**src/rtl/alarm_pkg.sv**
```systemverilog
// Shared types for the alarm scheduler: packed BCD time,
// controller state encoding and the midnight constant.
package alarm_pkg;

  typedef struct packed {
    logic [3:0] hour_t;
    logic [3:0] hour_o;
    logic [3:0] min_t;
    logic [3:0] min_o;
  } bcd_time_t;

  typedef enum logic [1:0] {
    IDLE   = 2'd0,
    RING   = 2'd1,
    SNOOZE = 2'd2
  } state_t;

  localparam logic [15:0] TIME_MIDNIGHT = 16'h0000;

endpackage

```
**src/rtl/alarm_scheduler_bcd_time_add.sv**
```systemverilog
// Combinational BCD time-of-day plus 0..9 minutes,
// minutes carry into hours, hours wrap at 24.
module bcd_time_add
  import alarm_pkg::*;
(
  input  logic [15:0] t_i,
  input  logic [3:0]  m_i,
  output logic [15:0] sum_o
);

  bcd_time_t  t;
  bcd_time_t  s;
  logic [4:0] mo;
  logic [3:0] md;
  logic [3:0] ho;
  logic [3:0] hd;
  logic       cm;
  logic       ch;

  always_comb begin
    t  = bcd_time_t'(t_i);
    mo = 5'(t.min_o) + 5'(m_i);
    cm = (mo > 5'd9);
    s.min_o = cm ? 4'(mo - 5'd10) : mo[3:0];
    md = t.min_t + 4'(cm);
    ch = (md == 4'd6);
    s.min_t = ch ? 4'd0 : md;
    ho = t.hour_o + 4'(ch);
    hd = t.hour_t;
    // 24:00 folds back to 00:00
    if (hd == 4'd2 && ho == 4'd4) begin
      hd = 4'd0;
      ho = 4'd0;
    end else if (ho == 4'd10) begin
      ho = 4'd0;
      hd = hd + 4'd1;
    end
    s.hour_t = hd;
    s.hour_o = ho;
    sum_o = s;
  end

endmodule

```
**src/rtl/alarm_scheduler.sv**
```systemverilog
// Multi-slot alarm controller: per-minute slot match, single
// sound owner, ring/snooze/dismiss sequencing on the 1 Hz tick.
module alarm_scheduler
  import alarm_pkg::*;
#(
  parameter int unsigned N_SLOTS    = 4,
  parameter int unsigned RING_SEC   = 30,
  parameter int unsigned SNOOZE_MIN = 5,
  parameter int unsigned MAX_SNOOZE = 3,
  localparam int SW = $clog2(N_SLOTS)
) (
  input  logic               clk_sec,
  input  logic               rstn,
  input  logic [15:0]        now_time,
  input  logic               wr_en,
  input  logic [SW-1:0]      wr_slot,
  input  logic [15:0]        wr_time,
  input  logic               wr_enable,
  input  logic               btn_stop,
  input  logic               btn_snooze,
  output logic               aud_en,
  output logic               ringing,
  output logic               snoozed,
  output logic [SW-1:0]      active_slot,
  output logic [N_SLOTS-1:0] missed
);

  logic [15:0]        time_q [N_SLOTS];
  logic [N_SLOTS-1:0] en_q;
  logic [15:0]        prev_q;
  state_t             state_q, state_d;
  logic [SW-1:0]      act_q, act_d;
  logic [7:0]         rcnt_q, rcnt_d;
  logic [3:0]         scnt_q, scnt_d;
  logic [15:0]        tgt_q, tgt_d;
  logic [N_SLOTS-1:0] miss_q, miss_d;

  logic               new_min;
  logic [N_SLOTS-1:0] match;
  logic [N_SLOTS-1:0] grant_oh;
  logic [N_SLOTS-1:0] set_miss;
  logic [SW-1:0]      grant;
  logic               any_match;
  logic               dis_act;
  logic               tgt_hit;
  logic [15:0]        snz_sum;

  bcd_time_add u_add (
    .t_i   (now_time),
    .m_i   (4'(SNOOZE_MIN)),
    .sum_o (snz_sum)
  );

  assign new_min   = (now_time != prev_q);
  assign any_match = |match;
  assign tgt_hit   = new_min && (now_time == tgt_q);
  assign dis_act   = wr_en && !wr_enable &&
                     (wr_slot == act_q);

  always_comb begin
    for (int i = 0; i < N_SLOTS; i++)
      match[i] = en_q[i] && new_min &&
                 (time_q[i] == now_time);
  end

  always_comb begin
    grant    = '0;
    grant_oh = '0;
    for (int i = N_SLOTS - 1; i >= 0; i--) begin
      if (match[i]) begin
        grant       = SW'(i);
        grant_oh    = '0;
        grant_oh[i] = 1'b1;
      end
    end
  end

  always_ff @(posedge clk_sec or negedge rstn) begin
    if (!rstn) begin
      for (int i = 0; i < N_SLOTS; i++)
        time_q[i] <= TIME_MIDNIGHT;
      en_q <= '0;
    end else if (wr_en) begin
      time_q[wr_slot] <= wr_time;
      en_q[wr_slot]   <= wr_enable;
    end
  end

  always_ff @(posedge clk_sec or negedge rstn) begin
    if (!rstn) begin
      state_q <= IDLE;
      act_q   <= '0;
      rcnt_q  <= '0;
      scnt_q  <= '0;
      tgt_q   <= TIME_MIDNIGHT;
      miss_q  <= '0;
      prev_q  <= TIME_MIDNIGHT;
    end else begin
      state_q <= state_d;
      act_q   <= act_d;
      rcnt_q  <= rcnt_d;
      scnt_q  <= scnt_d;
      tgt_q   <= tgt_d;
      miss_q  <= miss_d;
      prev_q  <= now_time;
    end
  end

  always_comb begin
    state_d  = state_q;
    act_d    = act_q;
    rcnt_d   = rcnt_q;
    scnt_d   = scnt_q;
    tgt_d    = tgt_q;
    set_miss = '0;
    unique case (state_q)
      IDLE: begin
        if (any_match) begin
          state_d  = RING;
          act_d    = grant;
          rcnt_d   = '0;
          scnt_d   = '0;
          set_miss = match & ~grant_oh;
        end
      end
      RING: begin
        rcnt_d   = rcnt_q + 8'd1;
        set_miss = match;
        if (dis_act || btn_stop) begin
          state_d = IDLE;
        end else if (btn_snooze &&
                     scnt_q < 4'(MAX_SNOOZE)) begin
          state_d = SNOOZE;
          tgt_d   = snz_sum;
          scnt_d  = scnt_q + 4'd1;
        end else if (rcnt_q == 8'(RING_SEC - 1)) begin
          state_d = IDLE;
          set_miss[act_q] = 1'b1;
        end
      end
      SNOOZE: begin
        if (dis_act || btn_stop) begin
          state_d  = IDLE;
          set_miss = match;
        end else if (any_match) begin
          state_d  = RING;
          act_d    = grant;
          rcnt_d   = '0;
          scnt_d   = '0;
          set_miss = match & ~grant_oh;
        end else if (tgt_hit) begin
          state_d = RING;
          rcnt_d  = '0;
        end
      end
      default: state_d = IDLE;
    endcase
    // a slot write clears its sticky bit even if set now
    miss_d = miss_q | set_miss;
    if (wr_en)
      miss_d[wr_slot] = 1'b0;
  end

  always_comb begin
    aud_en      = (state_q == RING);
    ringing     = (state_q == RING);
    snoozed     = (state_q == SNOOZE);
    active_slot = act_q;
    missed      = miss_q;
  end

endmodule

```
**config.mk**
```make
export PLATFORM = sky130hd
export DESIGN_NAME = alarm_scheduler
export DESIGN_NICKNAME = d
export VERILOG_FILES = /design/src/rtl/alarm_pkg.sv /design/src/rtl/alarm_scheduler_bcd_time_add.sv /design/src/rtl/alarm_scheduler.sv
export SDC_FILE = /design/constraint.sdc
export NUM_CORES = 1
export LEC_CHECK = 0
export CAP_MARGIN = 25
export CORE_ASPECT_RATIO = 0.9
export CORE_MARGIN = 8
export CORE_UTILIZATION = 47
export DETAILED_ROUTE_END_ITERATION = 6
export PLACE_DENSITY = 0.67
export SETUP_SLACK_MARGIN = 0.3
export SYNTH_ARGS = -nofsm -noshare
export SYNTH_HDL_FRONTEND = slang
export SYNTH_HIERARCHICAL = 1
export SYNTH_SLANG_ARGS = --single-unit
```
**constraint.sdc**
```tcl
create_clock -name clk_sec -period 3.9 [get_ports clk_sec]
set_clock_uncertainty 0.05 [all_clocks]
set_input_delay 0.78 -clock clk_sec [delete_from_list [all_inputs] [get_ports clk_sec]]
set_output_delay 0.78 -clock clk_sec [all_outputs]
set_load 0.005 [all_outputs]
```
==> flow_summary_export.csv <==
group,metric,value,unit
power_and_ir_drop,p_int,0.00266,W
synth,synth_flop_cell,"dfrtp_1",
route,drtIter0Drc,228,
synth,yosysWarnings,6,
critical_path,reg2reg_from,"time_q[27]",
synth,synth.area.top_cells,"dfrtp_1, mux2_2, xor2_1",
synth,synthArstFlopShare,1.00,
clocking,clk_pin_slew,50,ps
synth,netlist_instances,611,
floorplanning,rows,41,
floorplanning,core_area,13800,um2
final_layout,antenna-diode-count,0,
power_and_ir_drop,leakagePower,3.57,nW
clocking,h-tree-depth,4,
critical_path,cpMaxStageDelayCell,"fa_2",
global_routing,grt_pass1_vias,5077,
timing,slew_violations,0,
run_status,run_status,"finished, violations left",
route,drtAntennaViolNets,0,
timing,grt_setup_unrepaired,"yes",
floorplanning,start_util,0.475,
route,via_per_inst,5.51,
critical_path,start_kind,"input pin",
clocking,cts_tree,"done",
flow_run,cap_violations,0,
floorplanning,design.die.area,18000,um2
synth,synth_area_leader_cell,"dfrtp_1",
critical_path,rrSetupSlack,1300,ps
power_and_ir_drop,p_sw_frac,0.271,
final_layout,regArea,3000,um2
power_and_ir_drop,combPwrFrac,0.185,
critical_path,critPathTopFamily,"adder cells",
final_layout,synthToLayoutAreaGrowth,25.7,%
route,detail_route.wl_per_cell,18.9,um
route,drt_wl_total,16600,um
route,drt-pass1-iter-count,4,
synth,synth_edf_count,0,
final_layout,drive_above_1_share,0.247,
synth,seq_area_frac_synth,0.458,
critical_path,cpPeakStageDelay,380,ps
synth,ys_seq_elements,120,
timing,hold_violations,0,
clocking,hold_buffers,0,
global_routing,track_usage,0.198,
critical_path,required,4210,ps
timing,fin_crit_sh,1.04,
synth,synth.top_cell.area_share,0.458,
critical_path,worstPathArrival,4350,ps
place,place_hpwl,12300,um
run_status,violations,"negative setup slack",
clocking,clock_path_buffers,2,
global_routing,grt_max_degree,76,
timing,fin_crit,4050,ps
power_and_ir_drop,p_per_area,444,nW/um2
global_routing,grt_pass1_wl,27300,um
critical_path,startpoint,"now_time[0]",
place,place.gp.congestion,0.861,
critical_path,ff2ff_path_depth,6,
timing,max_slew_margin,0.469,
critical_path,timing.rr.end,"rcnt_q[5]",
final_layout,layout_commonest_cell,"dfrtp_1",
critical_path,crit_top_cell,"ha_4",
floorplanning,dieHeight,128,um
critical_path,worstSetupPathType,"in2reg",
power_and_ir_drop,clock_power_share,0.407,
synth,netlist_area,6550,um2
floorplanning,ios,49,
power_and_ir_drop,p_sw,0.000992,W
critical_path,crit_chain,"buf_8, ha_4, inv_2, fa_2, xor2_4, ha_2, nand2_1, a32o_2, o311ai_4, ha_4, ha_4, nor2b_4, a32oi_2, nor3_2, ha_2, ha_4, xnor2_2, nand3b_1, nor3_2, xor2_1, nand2_1, nand2_1",
clocking,numCtsBuffers,17,
route,drc,0,
critical_path,end_kind,"flip-flop",
synth,synth.distinct_cells,59,
floorplanning,die_w,140,um
timing,fin_ws,-145,ps
clocking,clock_latency,420,ps
timing,fin_tns_setup,-891,ps
timing,report.final.setup_viol,7,
timing,worst_pin_slew,785,ps
synth,avgSynthCellArea,10.7,um2
power_and_ir_drop,ir_drop,0.348,mV
power_and_ir_drop,seq_power_share,0.408,
timing,fmax,0.247,GHz
hold_path,hold_path_class,"in2async",
place,portBuffers,48,
final_layout,layout_common_cells,"dfrtp_1, nand2_1, xor2_1, mux2_2, clkdlybuf4s50_1",
global_routing,antenna_found_initial,0,
power_and_ir_drop,power,0.00365,W
critical_path,cp.buffers_inverters,2,
final_layout,multiInputGateArea,3540,um2
final_layout,final_nets,748,
critical_path,crit_path_max_fanout,4,
clocking,root_buffer,"clkbuf_16",
final_layout,fill_cells,1146,
clocking,cts_num_sinks,120,
global_routing,grt-ovfl-total,0,
route,vias,4834,
final_layout,post-route-util,0.597,
-- flip-flops by register name, indices dropped and copies added, names as in the netlist --
name,count
scnt_q,4
time_q,64
active_slot,2
rcnt_q,8
state_q,2
missed,4
en_q,4
prev_q,16
tgt_q,16
-- final cells by class --
type	instances	share of cell area
timing repair buffer	92	0.102
inverter	16	0.00820
tap	172	0.0261
clock buffer	21	0.0571
multi-input combinational	445	0.430
sequential	120	0.365
clock inverter	11	0.0119
-- routing by layer --
metal / track usage / up-vias / wire (um) / part of all wire
met5: 0 / - / 0 / 0
met4: 0.0770 / 0 / 284 / 0.017
met3: 0.0450 / 23 / 740 / 0.045
met2: 0.320 / 96 / 7970 / 0.48
met1: 0.254 / 2421 / 7590 / 0.46
li1: - / 2294 / - / -
-- what timing repair did --
action | CTS | global route
pin swaps | 19 | 1
setup endpoints to repair | 10 | 7
gates cloned | 0 | 0
gates resized for setup | 23 | 2
setup buffers | 6 | 2
hold endpoints to repair | 0 | 0
-- cell usage after synthesis (2+ instances only) --
cell type / n
a31oi_1: 3
ha_1: 15
nand4_1: 14
nand2b_1: 5
o31ai_1: 3
and3_1: 6
conb_1: 2
or4_1: 2
nor4_1: 19
nor3b_1: 3
o21ai_0: 15
a22oi_1: 3
a21boi_0: 2
nand2_1: 75
nand3b_1: 7
dfrtp_1: 120
buf_2: 10
nor2_1: 13
o211ai_1: 3
buf_6: 3
nor2b_1: 8
xor2_1: 75
xnor2_1: 34
mux2_2: 65
o22ai_1: 3
inv_1: 16
nor3_1: 10
a41oi_1: 2
and2_1: 2
mux2i_1: 5
a21oi_1: 13
nand3_1: 11
clkbuf_1: 18
-- power groups by stage --
stage	sequential, W	clock (W)	combinational, W
after floorplan	0.00148	0	0.000424
after global placement	0.00150	0	0.000628
after detailed placement	0.00151	0	0.000644
after CTS	0.00149	0.00150	0.000669
after global routing	0.00151	0.00158	0.000740
final	0.00149	0.00149	0.000676
-- worst reg2reg max path, delay by kind of cell, from the launching register on --
kind / cells / cell delay (ps)
xor+xnor: 1 / 160
flops: 1 / 380
compound gates: 2 / 600
simple gates: 3 / 1280
-- worst max-delay path by stage --
stage	to	slack (ps)	depth (start not counted)
finish	tgt_q[15]	-150	22
global route	tgt_q[14]	-400	22
CTS	tgt_q[9]	-150	22
detailed placement	tgt_q[9]	-1300	22
global placement	tgt_q[12]	-1120	21
floorplan	tgt_q[14]	-270	20
-- metrics by stage --
stage	setup WS (ps)	hold WS, ps	instance area (um2)	cells
floorplan	-269	400	6680	614
global placement	-1120	420	7490	836
CTS	-146	441	8180	874
detailed placement	-1300	429	7490	836
global route	-401	318	8240	877
finish	-145	310	8240	877
-- kinds of logic after synthesis --
| family | count (synthesis) | share of synthesized area |
|---|---|---|
| AO/OA/AOI/OAI | 60 | 0.0645 |
| XOR/XNOR | 109 | 0.146 |
| adder cells (fa/ha/maj) | 16 | 0.0317 |
| buffers and inverters | 49 | 0.0340 |
| flip-flops | 120 | 0.458 |
| multiplexers | 70 | 0.119 |
| other | 2 | 0.00115 |
| AND/OR/NAND/NOR | 185 | 0.145 |
(Power assumes the default switching activity.)
